<file path="src/rtl/fp32_mul_iter.sv">
// fp32_mul_iter: iterative binary32 multiplier, radix-2^RADIX_BITS shift-add mantissa product.
// FP32_MUL_RNE_EN selects round-to-nearest-even; otherwise truncate with overflow to max finite.
module fp32_mul_iter #(
  parameter int RADIX_BITS = 1
) (
  input  logic        clk,
  input  logic        rst,
  input  logic        start,
  input  logic [31:0] N1,
  input  logic [31:0] N2,
  output logic [31:0] result,
  output logic        done,
  output logic        busy
);
  localparam int STEPS = 24 / RADIX_BITS;
`ifdef FP32_MUL_RNE_EN
  localparam bit RNE = 1'b1;
`else
  localparam bit RNE = 1'b0;
`endif
  typedef enum logic [2:0] {IDLE, UNPACK, MULT, NORM, ROUND, DONE} state_t;
  state_t state, state_d;
  logic [31:0] a_r, b_r;
  logic        sign, guard, sticky;
  logic [9:0]  ex;
  logic [23:0] ma, mb, mant;
  logic [47:0] prod;
  logic [4:0]  cnt;
  logic a_zero, b_zero, a_inf, b_inf, a_nan, b_nan, special, s_ab;
  logic [31:0] spec_res, rnd_res;
  logic [23+RADIX_BITS:0] sum;
  logic        inc, ovf, unf;
  logic [24:0] mr;
  logic [9:0]  er;
  logic [22:0] frac;
  assign s_ab     = a_r[31] ^ b_r[31];
  assign a_zero   = a_r[30:23] == 8'd0;
  assign b_zero   = b_r[30:23] == 8'd0;
  assign a_inf    = &a_r[30:23] & ~|a_r[22:0];
  assign b_inf    = &b_r[30:23] & ~|b_r[22:0];
  assign a_nan    = &a_r[30:23] & |a_r[22:0];
  assign b_nan    = &b_r[30:23] & |b_r[22:0];
  assign special  = a_nan | b_nan | a_inf | b_inf | a_zero | b_zero;
  assign spec_res = (a_nan | b_nan | (a_inf & b_zero) | (b_inf & a_zero)) ? 32'h7FC00000 :
                    (a_inf | b_inf) ? {s_ab, 8'hFF, 23'd0} : {s_ab, 31'd0};
  assign sum      = {{RADIX_BITS{1'b0}}, prod[47:24]} +
                    {{RADIX_BITS{1'b0}}, ma} * {24'd0, mb[RADIX_BITS-1:0]};
  assign inc      = RNE & guard & (sticky | mant[0]);
  assign mr       = {1'b0, mant} + {24'd0, inc};
  assign er       = ex + {9'd0, mr[24]};
  assign frac     = mr[24] ? mr[23:1] : mr[22:0];
  assign ovf      = $signed(er) > $signed(10'd254);
  assign unf      = $signed(er) < $signed(10'd1);
  assign rnd_res  = ovf ? (RNE ? {sign, 8'hFF, 23'd0} : {sign, 31'h7F7FFFFF}) :
                    unf ? {sign, 31'd0} : {sign, er[7:0], frac};
  assign busy     = state != IDLE;
  assign done     = state == DONE;
  always_comb begin
    state_d = state;
    case (state)
      IDLE:    state_d = start ? UNPACK : IDLE;
      UNPACK:  state_d = special ? DONE : MULT;
      MULT:    state_d = (cnt == 5'(STEPS - 1)) ? NORM : MULT;
      NORM:    state_d = ROUND;
      ROUND:   state_d = DONE;
      DONE:    state_d = IDLE;
      default: state_d = IDLE;
    endcase
  end
  always_ff @(posedge clk) begin
    if (rst) begin
      state  <= IDLE;
      result <= 32'd0;
      a_r    <= 32'd0;
      b_r    <= 32'd0;
      sign   <= 1'b0;
      ex     <= 10'd0;
      ma     <= 24'd0;
      mb     <= 24'd0;
      prod   <= 48'd0;
      cnt    <= 5'd0;
      mant   <= 24'd0;
      guard  <= 1'b0;
      sticky <= 1'b0;
    end else begin
      state <= state_d;
      if (state == IDLE && start) begin
        a_r <= N1;
        b_r <= N2;
      end
      if (state == UNPACK) begin
        sign <= s_ab;
        ma   <= {1'b1, a_r[22:0]};
        mb   <= {1'b1, b_r[22:0]};
        ex   <= {2'b0, a_r[30:23]} + {2'b0, b_r[30:23]} - 10'd127;
        cnt  <= 5'd0;
        prod <= 48'd0;
        if (special) result <= spec_res;
      end
      // accumulate into the top half, then shift the consumed digit out the bottom
      if (state == MULT) begin
        prod <= {sum, prod[23:RADIX_BITS]};
        mb   <= mb >> RADIX_BITS;
        cnt  <= cnt + 5'd1;
      end
      if (state == NORM) begin
        mant   <= prod[47] ? prod[47:24] : prod[46:23];
        guard  <= prod[47] ? prod[23] : prod[22];
        sticky <= prod[47] ? |prod[22:0] : |prod[21:0];
        ex     <= ex + {9'd0, prod[47]};
      end
      if (state == ROUND) result <= rnd_res;
    end
  end
endmodule

</file>
<file path="config.mk">
export PLATFORM = sky130hd
export DESIGN_NAME = fp32_mul_iter
export DESIGN_NICKNAME = d
export VERILOG_FILES = /design/src/rtl/fp32_mul_iter.sv
export SDC_FILE = /design/constraint.sdc
export NUM_CORES = 1
export LEC_CHECK = 0
export BUFFER_PORTS_ARGS = -buffer_cell sky130_fd_sc_hd__buf_4
export CORE_MARGIN = 4
export CORE_UTILIZATION = 25
export DETAILED_ROUTE_END_ITERATION = 12
export PLACE_DENSITY = 0.47
export SYNTH_ARGS = -nofsm -noshare
export SYNTH_HDL_FRONTEND = slang
export SYNTH_SLANG_ARGS = --single-unit
</file>
<file path="constraint.sdc">
create_clock -name clk -period 4.41 [get_ports clk]
set_clock_uncertainty 0.1 [all_clocks]
set_input_delay 0.882 -clock clk [delete_from_list [all_inputs] [get_ports clk]]
set_output_delay 0.882 -clock clk [all_outputs]
set_load 0.02 [all_outputs]
</file>
==> metrics.md <==
| Metric | Value |
|---|---|
| Resize count post-CTS | 0 |
| Synth Area in Simple Gates | 0.213 |
| Die Width | 208 um |
| Compound-Gate Fraction of Synth Area | 0.224 |
| CP Launch Type | flop |
| 1st-iter DRT viols | 528 |
| Ys async rst share | 0 |
| Initial Util | 0.252 |
| Pre-CTS WS | 1.24 ns |
| Largest family of logic cells by synthesized area | compound AO/OA/AOI/OAI gates |
| Total GRT Usage | 0.125 |
| Max FO, Critical Path | 25 |
| Cells after Synth | 1,249 |
| # nets final | 1,417 |
| Largest net degree at the start of global routing | 99 |
| Post-route setup slack | 1.28 ns |
| Post-Syn Nets | 1,360 |
| Post-Syn Area | 10,000 um2 |
| Port buffer count | 100 |
| Xor/xnor share of the synthesized area | 0.0218 |
| Core box area | 39,700 um2 |
| Vias/cell | 4.65 |
| Share of the yosys chip area belonging to registers | 0.421 |
| Max Clock Freq | 319 MHz |
| Cell variety after synth | 58 |
| Final design utilization | 0.302 |
| Final Wtd Congestion | 0.825 |
| Worst ir drop on vdd | 0.419 mV |
| Via count | 8,583 |
| Vias in the first global route | 8,341 |
| Sinks on Clock Net | 211 |
| Num CTS Buffers | 26 |
| Final setup fails | 0 |
| Reg clk slew, reported paths | 0.06 ns |
| Synth warn | 0 |
| Gr ovfl total | 0 |
| # diodes | 0 |
| Clk_lat worst skew | 0.52 ns |
| Synth Register Bits | 211 |
| Mux cell area share after synthesis | 0.0240 |
| Setup crit end kind | flop |
| Post-DP HPWL | 19,900 um |
| Cell Rows | 73 |
| Fraction of layout cells with a size suffix above 1 | 0.127 |
| Setup Buffers After CTS | 0 |
| Fillers | 4,328 |
| Synth Flop Type | dfxtp_1 |
| Clock buffer depth | 3 |
| Static Leak | 0.00451 uW |
| Die ar. | 43,400 um2 |
| Relative slew slack | 0.224 |
| CP Data Arrival Time | 3.48 ns |
| PD cells | 554 nW/um2 |
| Number of nets with antenna violations after routing | 0 |
| Final hold viol count | 0 |
| First-pass GRT wire length | 46,100 um |
| H-tree depth | 1 |
| Unrepaired setup endpoints after global routing | false |
| Syn Area/Cell | 8.03 um2 |
| Fin. max-slew vios | 0 |
| Initial antenna violation count | 0 |
| Post-route minimum period | 3.13 ns |
| Critical path class | reg2reg |
| Status | finished, final reports clean |
| Io pins | 101 |
| Routed len/inst | 15.1 um |
| Chip Height | 208 um |
| Hold_buf cts | 0 |
| Period utilization | 0.710 |
| First-pass DRT Iterations | 5 |
| Drt total wl | 27,800 um |
| DRC Markers | 0 |
| Max_cap viols | 0 |
| Area Growth Syn to Fin | 19.7% |
| Adder-Cell Fraction of Synth Area | 0.0564 |
| CTS Root Cell | clkbuf_16 |
| Measured slew at the worst slew-check pin | 1.16 ns |
| Post-synth EDFFs | 0 |
| CTS tree | built |
| CP required | 4.75 ns |
| Setup_tns | 0 ns |
| Hold Path Class | reg2reg |
-- metal layers --
layer,wire length (um),vias up,GRT usage
li1,-,4496,-
met1,15000,3918,0.197
met2,11100,137,0.177
met3,1210,32,0.0216
met4,454,0,0.0260
met5,0,-,0
-- kinds of logic (layout without fill, tap and decap cells) --
kind of cell,count (synthesis),after routing
AOI/OAI and AO/OA,348,348
xor gates and xnor gates,25,25
adders and majority gates,44,44
buffers and inverters,100,171
DFF,211,211
muxes,24,24
and+or+nand+nor,497,497
-- registers in the layout, indices dropped and copies added, names as in the netlist --
signal  count
cnt         5
b_r        32
state       3
ma         24
a_r        32
sign        1
mant       23
ex         10
mb         24
result     32
prod       25
-- metrics by stage --
step	power (uW)	cells	cell area [um2]	hold slack [ns]
after floorplan	4050	1249	10000	0.332
after global placement	4720	1803	11200	0.340
after detailed placement	4740	1803	11200	0.348
after CTS	6750	1845	12000	0.356
after global routing	7150	1845	12000	0.373
final	6650	1845	12000	0.353
-- cell usage after synthesis, types with 2 or more instances --
| library cell | instances | share of area |
|---|---|---|
| a221oi_1 | 3 | 0.0026 |
| nor4_1 | 15 | 0.0094 |
| a31oi_1 | 12 | 0.0075 |
| nand2_1 | 268 | 0.10 |
| xnor2_1 | 14 | 0.012 |
| clkbuf_1 | 58 | 0.022 |
| a211oi_1 | 31 | 0.023 |
| nand2b_1 | 7 | 0.0044 |
| inv_1 | 15 | 0.0056 |
| a21boi_0 | 2 | 0.0015 |
| a2bb2oi_1 | 23 | 0.020 |
| nor2_1 | 117 | 0.044 |
| a22oi_1 | 11 | 0.0082 |
| o21a_1 | 4 | 0.0030 |
| nor3_1 | 15 | 0.0075 |
| fa_1 | 2 | 0.0040 |
| o21bai_1 | 3 | 0.0022 |
| nand3b_1 | 5 | 0.0037 |
| or3_1 | 4 | 0.0025 |
| ha_1 | 42 | 0.052 |
| and3_1 | 5 | 0.0031 |
| o31ai_1 | 3 | 0.0022 |
| a311oi_1 | 24 | 0.021 |
| buf_1 | 8 | 0.0030 |
| nor2b_1 | 6 | 0.0037 |
| o31a_1 | 2 | 0.0017 |
| buf_2 | 18 | 0.0090 |
| o21ai_1 | 9 | 0.0045 |
| a21oi_1 | 158 | 0.079 |
| mux2i_1 | 24 | 0.024 |
| dfxtp_1 | 211 | 0.42 |
| xor2_1 | 11 | 0.0096 |
| and2_1 | 29 | 0.018 |
| nand4_1 | 8 | 0.0050 |
| a32oi_1 | 2 | 0.0017 |
| a21o_1 | 16 | 0.012 |
| nand3_1 | 13 | 0.0065 |
| o21ai_0 | 31 | 0.015 |
-- worst paths after layout --
kind	endpoint	depth (start not counted)	start	slack (ns)
max	prod[41]	11	mb[0]	1.28
min	ma[21]	2	ma[21]	0.35
max reg2reg	prod[41]	11	mb[0]	1.28
min reg2reg	ma[21]	2	ma[21]	0.35
-- placed cells by master (no fill, tap or decap), drive strengths merged, types with 3 or more instances in the layout --
cell type  count
or3            4
nor2b          6
nand3b         5
a22oi         11
nand2        268
a21boi         3
clkinv         4
and2          29
a221oi         5
nand4          8
and3           5
xor2          11
o21bai         3
buf          113
a311oi        24
nand3         13
a31oi         13
nand2b         7
dfxtp        211
xnor2         14
a211oi        32
nor2         118
nor4          15
inv           16
mux2i         24
a2bb2oi       23
o21a           4
nor3          17
a21o          16
ha            42
o21ai         40
o31ai          3
a21oi        158
clkbuf        37
-- critical path, cell delays in order (launching register included) --
cell and delay, ns:
dfxtp_1 0.65, and2_1 0.21, ha_1 0.16, inv_1 0.06, fa_1 0.38, nand2b_1 0.19, a21oi_1 0.35, a221oi_4 0.14
a211oi_2 0.39, a21oi_1 0.14, xor2_1 0.15, o21ai_0 0.14
-- report_power, final --
| group | switching [uW] | internal, uW | leakage, uW | total, uW |
|---|---|---|---|---|
| Combinational | 1390 | 712 | 0.00241 | 2100 |
| Sequential | 323 | 2250 | 0.00171 | 2570 |
| Clock | 806 | 1170 | 0.000384 | 1980 |
-- area by class of cell --
class                      count  area [um2]  share of cell area
inverter                      16        60.1             0.00500
multi-input combinational    938        5430               0.452
tap                          525         657              0.0547
clock buffer                  37         753              0.0627
clock inverter                 5        27.5             0.00229
timing repair buffer         113         852              0.0710
sequential                   211        4220               0.352
No activity file was read; power rests on OpenSTA's default activity.
